**src/rtl/pipelined_adder_n.sv**
```systemverilog
// N-bit adder/subtractor split into STAGES registered carry-chain segments.
// Valid/ready streaming with a global stall; flags are produced alongside the last segment.
module pipelined_adder_n #(
    parameter int N      = 8,
    parameter int STAGES = 2
) (
    input  logic         clk,
    input  logic         rst_n,
    input  logic         in_valid,
    output logic         in_ready,
    input  logic [N-1:0] a,
    input  logic [N-1:0] b,
    input  logic         cin,
    input  logic         sub,
    output logic         out_valid,
    input  logic         out_ready,
    output logic [N-1:0] sum,
    output logic         cout,
    output logic         ovf,
    output logic         zero
);
    localparam int W = N / STAGES;

    if (STAGES < 1 || STAGES > N || (N % STAGES) != 0) begin : g_bad_params
        $error("pipelined_adder_n: STAGES must divide N and lie in 1..N");
    end

    logic         en;
    logic [N-1:0] pipe_a   [STAGES];
    logic [N-1:0] pipe_bb  [STAGES];
    logic [N-1:0] pipe_sum [STAGES+1];
    logic         pipe_c   [STAGES+1];
    logic         pipe_v   [STAGES+1];
    logic [N-1:0] last_sum_d;

    // One enable for the whole pipe: it advances whenever the output slot frees up.
    assign en       = ~out_valid | out_ready;
    assign in_ready = en;

    assign pipe_a[0]   = a;
    assign pipe_bb[0]  = sub ? ~b : b;
    assign pipe_c[0]   = sub ? ~cin : cin;
    assign pipe_sum[0] = '0;
    assign pipe_v[0]   = in_valid;

    for (genvar gi = 0; gi < STAGES; gi++) begin : g_stage
        localparam int LO = gi * W;

        logic [W:0]   chunk_add;
        logic [N-1:0] sum_d, sum_q;
        logic         carry_d, carry_q;
        logic         valid_d, valid_q;

        always_comb begin
            chunk_add = {1'b0, pipe_a[gi][LO +: W]} + {1'b0, pipe_bb[gi][LO +: W]}
                      + {{W{1'b0}}, pipe_c[gi]};
            sum_d            = pipe_sum[gi];
            sum_d[LO +: W]   = chunk_add[W-1:0];
            carry_d          = chunk_add[W];
            valid_d          = pipe_v[gi];
        end

        always_ff @(posedge clk or negedge rst_n) begin
            if (!rst_n) begin
                sum_q   <= '0;
                carry_q <= 1'b0;
                valid_q <= 1'b0;
            end else if (en) begin
                sum_q   <= sum_d;
                carry_q <= carry_d;
                valid_q <= valid_d;
            end
        end

        assign pipe_sum[gi+1] = sum_q;
        assign pipe_c[gi+1]   = carry_q;
        assign pipe_v[gi+1]   = valid_q;

        // Operands still to be added (and the MSBs needed for overflow) ride along in skew registers.
        if (gi < STAGES - 1) begin : g_fwd
            logic [N-1:0] a_d, a_q, bb_d, bb_q;

            always_comb begin
                a_d  = pipe_a[gi];
                bb_d = pipe_bb[gi];
            end

            always_ff @(posedge clk or negedge rst_n) begin
                if (!rst_n) begin
                    a_q  <= '0;
                    bb_q <= '0;
                end else if (en) begin
                    a_q  <= a_d;
                    bb_q <= bb_d;
                end
            end

            assign pipe_a[gi+1]  = a_q;
            assign pipe_bb[gi+1] = bb_q;
        end

        if (gi == STAGES - 1) begin : g_last
            assign last_sum_d = sum_d;
        end
    end

    logic ovf_d, ovf_q, zero_d, zero_q;

    always_comb begin
        ovf_d  = (pipe_a[STAGES-1][N-1] == pipe_bb[STAGES-1][N-1])
               & (last_sum_d[N-1] != pipe_a[STAGES-1][N-1]);
        zero_d = (last_sum_d == '0);
    end

    always_ff @(posedge clk or negedge rst_n) begin
        if (!rst_n) begin
            ovf_q  <= 1'b0;
            zero_q <= 1'b0;
        end else if (en) begin
            ovf_q  <= ovf_d;
            zero_q <= zero_d;
        end
    end

    assign out_valid = pipe_v[STAGES];
    assign sum       = pipe_sum[STAGES];
    assign cout      = pipe_c[STAGES];
    assign ovf       = ovf_q;
    assign zero      = zero_q;

endmodule

```
**config.mk**
```make
export PLATFORM = sky130hd
export DESIGN_NAME = pipelined_adder_n
export DESIGN_NICKNAME = d
export VERILOG_FILES = /design/src/rtl/pipelined_adder_n.sv
export SDC_FILE = /design/constraint.sdc
export NUM_CORES = 1
export LEC_CHECK = 0
export BUFFER_PORTS_ARGS = -buffer_cell sky130_fd_sc_hd__buf_2
export CAP_MARGIN = 40
export CORE_MARGIN = 2
export CORE_UTILIZATION = 45
export DETAILED_ROUTE_END_ITERATION = 12
export HOLD_SLACK_MARGIN = 0.1
export PLACE_DENSITY = 0.7
export SETUP_SLACK_MARGIN = 0.1
export SYNTH_ARGS = -nofsm -noshare
export SYNTH_HDL_FRONTEND = slang
export SYNTH_SLANG_ARGS = --single-unit
```
**constraint.sdc**
```tcl
create_clock -name clk -period 5.2 [get_ports clk]
set_clock_uncertainty 0.15 [all_clocks]
set_input_delay 1.04 -clock clk [delete_from_list [all_inputs] [get_ports clk]]
set_output_delay 1.04 -clock clk [all_outputs]
set_load 0.05 [all_outputs]
```
# After elaboration in Yosys (flattened, before gate mapping)

Index checks and enable logic that the tools add are counted.

Equal/unequal tests: 2
Mux-type cells: 2
$add $sub $neg: 4
Reduce and logical (&&, ||, !) cells: 1
Bitwise operators: 5

Operators with widths:

| kind                                   | count |
|---|---|
| 4-bit by 4-bit adder with 5-bit output | 2 |
| 5-bit by 1-bit adder with 5-bit output | 2 |
| 8-bit zero test                        | 1 |
| 8-bit 2-to-1 mux                       | 1 |
| 8-bit NOT                              | 1 |
| 1-bit NOT                              | 2 |
| 1-bit AND                              | 1 |
| 1-bit equality test                    | 1 |
| 1-bit 2-to-1 mux                       | 1 |
| 1-bit != test                          | 1 |
| 1-bit OR                               | 1 |

Output and inout port bits: 13
Bits in registers: 34
Input bits: 22

# Depth between registers and ports, before layout

Depth after elaboration: 4
Depth in mapped cells: 7
Depth with buffers taken out: 6

# Worst setup path before layout

Ideal clock, no wire load.

Path type: input -> output
Start point: input port out_ready
End point: output port in_ready
Cell stages on the path: 3
Arrival time: 1.775 ns
Path slack: 2.235 ns
Buffers on the path: 1
Data required time: 4.010 ns
Cells stage by stage: nor2b_1 inv_2 clkbuf_1

Cells in the longest elaborated chain, start to end: 1

RTL lines:

| what               | line | text |
|---|---|---|
| start: declaration | 16   | `input logic out_ready,` |
| 1-bit OR           | 37   | `assign en = ~out_valid \| out_ready;` |
| end: declaration   | 10   | `output logic in_ready,` |

Every way passes these cells.

# Final worst setup path

Ends and elaborated chain as after synthesis.

==> impl_metrics.tcl <==
set metrics [dict create \
    hold_slack_ps 325 \
    min_from "sum[4]" \
    row_count 19 \
    grt_pass1_wl_mm 3.88 \
    crit_path_top_delay_cell "buf_4" \
    ff2ff_setup_slack_ps 3040 \
    crit_type "in2out" \
    slew_viol_final 0 \
    reg2reg_from "g_stage[0].carry_q" \
    cts_buffer_depth 2 \
    hold_buffers 0 \
    r2r_end "zero" \
    powerDensity_nw_per_um2 444 \
    die_w_um 57.7 \
    antenna_found_initial 0 \
    leakagePower_nw 0.792 \
    yosys.area.top_type_share_pct 50.1 \
    syn-cell-area_um2 1300 \
    die_h_um 57.7 \
    viasPerCell 4.87 \
    stdcell_count 194 \
    fmax_ghz 0.312 \
    core-area_um2 2760 \
    fin_util_pct 55.0 \
    cp.arrival_ps 2020 \
    yosysMostFrequentCell "nand2_1" \
    finalHoldViolCount 0 \
    worst_slew_pin_slew_ps 550 \
    track_usage_pct 15.1 \
    cts_sinks 26 \
    ioPinCount 35 \
    gp_congestion 0.711 \
    drt_iter0_drc 16 \
    synth_seq_area_share_pct 50.1 \
    tritoncts "yes" \
    min_to "sum[4]" \
    vias 944 \
    p_clk_share_pct 12.4 \
    grt_pass1_vias 927 \
    postSynth.asyncResetShare_pct 100 \
    cts_resized 0 \
    reg2reg_depth 6 \
    dieArea_um2 3330 \
    wirelength_mm 2.24 \
    maxCapViolations 0 \
    path_clk_slew_ps 130 \
    critPathLaunchType "input port" \
    endpoint_kind "output port" \
    cpPeakStageDelay_ps 290 \
    worst-path-max-fanout 31 \
    ant_nets 0 \
    ir_worst_vdd_v 0.000284 \
    start_util_pct 47.1 \
    clkLatencyLatePin_ps 320 \
    fin_area_um2 1520 \
    placedInstanceArea_um2 1490 \
    timing.final.crit_share_pct 61.7 \
    root_buffer "clkbuf_4" \
    numCtsBuffers 3 \
    rsz0062_at_grt "no" \
    avgSynthCellArea_um2 9.91 \
    grt_max_degree 32 \
    yosys.area.top_type "dfrtp_1" \
    min_path_cells 2 \
    ys_types 20 \
    num_antenna_cells 0 \
    area_growth_pct 16.8 \
    synth_edf_count 0 \
    slew_headroom_pct 63.3 \
    htreeDepth 1 \
    p_int_w 0.000374 \
    io_buffers 34 \
    worstPathCellList "buf_2, nor2b_2, buf_4, inv_2, buf_2" \
    yosysWarnings 0 \
    post_cts.repair.setup_buffers 0 \
    synth_ff_type "dfrtp_1" \
    dp.final_hpwl_mm 1.70 \
    synth_nets 163 \
    critical_path.most_common_cell "buf_2" \
    drc 0 \
    wl_per_cell_um 11.5 \
    tns_ps 0 \
    ys_ff_latch 26 \
    synth_commonest_cells "48 x nand2_1, 26 x dfrtp_1, 8 x xor2_1" \
    drive_gt1_share_pct 25.8 \
    hold_path_class "reg2reg" \
    p_sw_share_pct 44.5 \
    setup_viol 0 \
    power_frac_seq_pct 42.7 \
    nNetsFinal 197 \
    switchingPower_w 0.000300 \
    first_pass_iters 4 \
    ys_top_cells_by_area "dfrtp_1 50%, nand2_1 14%, fa_1 6.2%, ha_1 5.8%, xor2_1 5.4%" \
    p_comb_share_pct 44.9 \
    period_minus_slack_ps 3210 \
    grt-ovfl-total 0 \
    required_ps 4010 \
    status "finished, final reports clean" \
    synthCells 131 \
    dp_cells 191 \
]
==> power groups by stage <==
stage               logic [W]  clock network (W)  registers, W
floorplan            0.000120                  0      0.000405
global placement     0.000299                  0      0.000290
detailed placement   0.000304                  0      0.000293
CTS                  0.000305          0.0000863      0.000288
global route         0.000330          0.0000924      0.000296
finish               0.000302          0.0000837      0.000288
==> logic make-up (layout without fill, tap and decap cells) <==
kind of cell	after synthesis	after routing	synth area share [%]
compound gates	20	20	9.15
simple gates	54	54	17.2
flops	26	26	50.1
fa+ha+maj	10	10	11.9
buf+inv	7	39	2.12
xor+xnor	14	14	9.44
==> layout make-up <==
type | instances | area, um^2
Timing Repair Buffer | 35 | 178
Clock buffer | 3 | 22.5
Sequential cell | 26 | 651
Tap cell | 31 | 38.8
Fill cell | 249 | 1240
Inverter | 1 | 3.75
Multi-Input combinational cell | 98 | 623
==> critical path, delay by kind of cell <==
family,cells,cell delay (ps)
buffers and inverters,4,870
and+or+nand+nor,1,90
==> sequential cells by signal, indices dropped and copies added, names as in the netlist <==
register / count
g_stage.sum_q: 4
g_stage.g_fwd.bb_q: 4
out_valid: 1
g_stage.valid_q: 1
g_stage.g_fwd.a_q: 4
zero: 1
sum: 8
cout: 1
ovf: 1
g_stage.carry_q: 1
==> worst max path at each step <==
| stage | start | endpoint | slack (ps) | depth (start not counted) |
|---|---|---|---|---|
| 5_1_grt | out_ready | in_ready | 1930 | 5 |
| 6_report | out_ready | in_ready | 1990 | 5 |
| 3_3_place_gp | out_ready | in_ready | 2010 | 5 |
| 2_1_floorplan | out_ready | in_ready | 2240 | 3 |
| 4_1_cts | out_ready | in_ready | 2000 | 5 |
| 3_5_place_dp | out_ready | in_ready | 2000 | 5 |
==> metrics by stage <==
stage,power (W),setup WS [ps]
after floorplan,0.000524,2240
after global placement,0.000589,2010
after detailed placement,0.000597,2000
after CTS,0.000679,2000
after global routing,0.000718,1930
final,0.000674,1990
==> cell usage in the layout (no fill, tap or decap), drive strengths merged <==
cell | Yosys | final
nand2 | 48 | 48
buf | 1 | 35
dfrtp | 26 | 26
xor2 | 8 | 8
o21ai | 7 | 7
xnor2 | 6 | 6
a21oi | 6 | 6
ha | 6 | 6
a21o | 4 | 4
fa | 4 | 4
clkbuf | 5 | 3
nor2 | 2 | 2
nor2b | 1 | 1
inv | 1 | 1
o21a | 1 | 1
nand2b | 1 | 1
o31ai | 1 | 1
or4 | 1 | 1
nor4 | 1 | 1
a22o | 1 | 1
==> metal layers <==
layer  part of all wire [%]  wire (um)  vias to the layer above  global-route usage [%]
met5                      0          0                        -                       0
met4                    2.8         62                        0                    8.97
met3                    4.3         96                        6                    2.23
met1                     45       1010                      425                    19.7
met2                     48       1070                       25                    23.9
li1                       -          -                      488                       -
(Power assumes the default switching activity.)
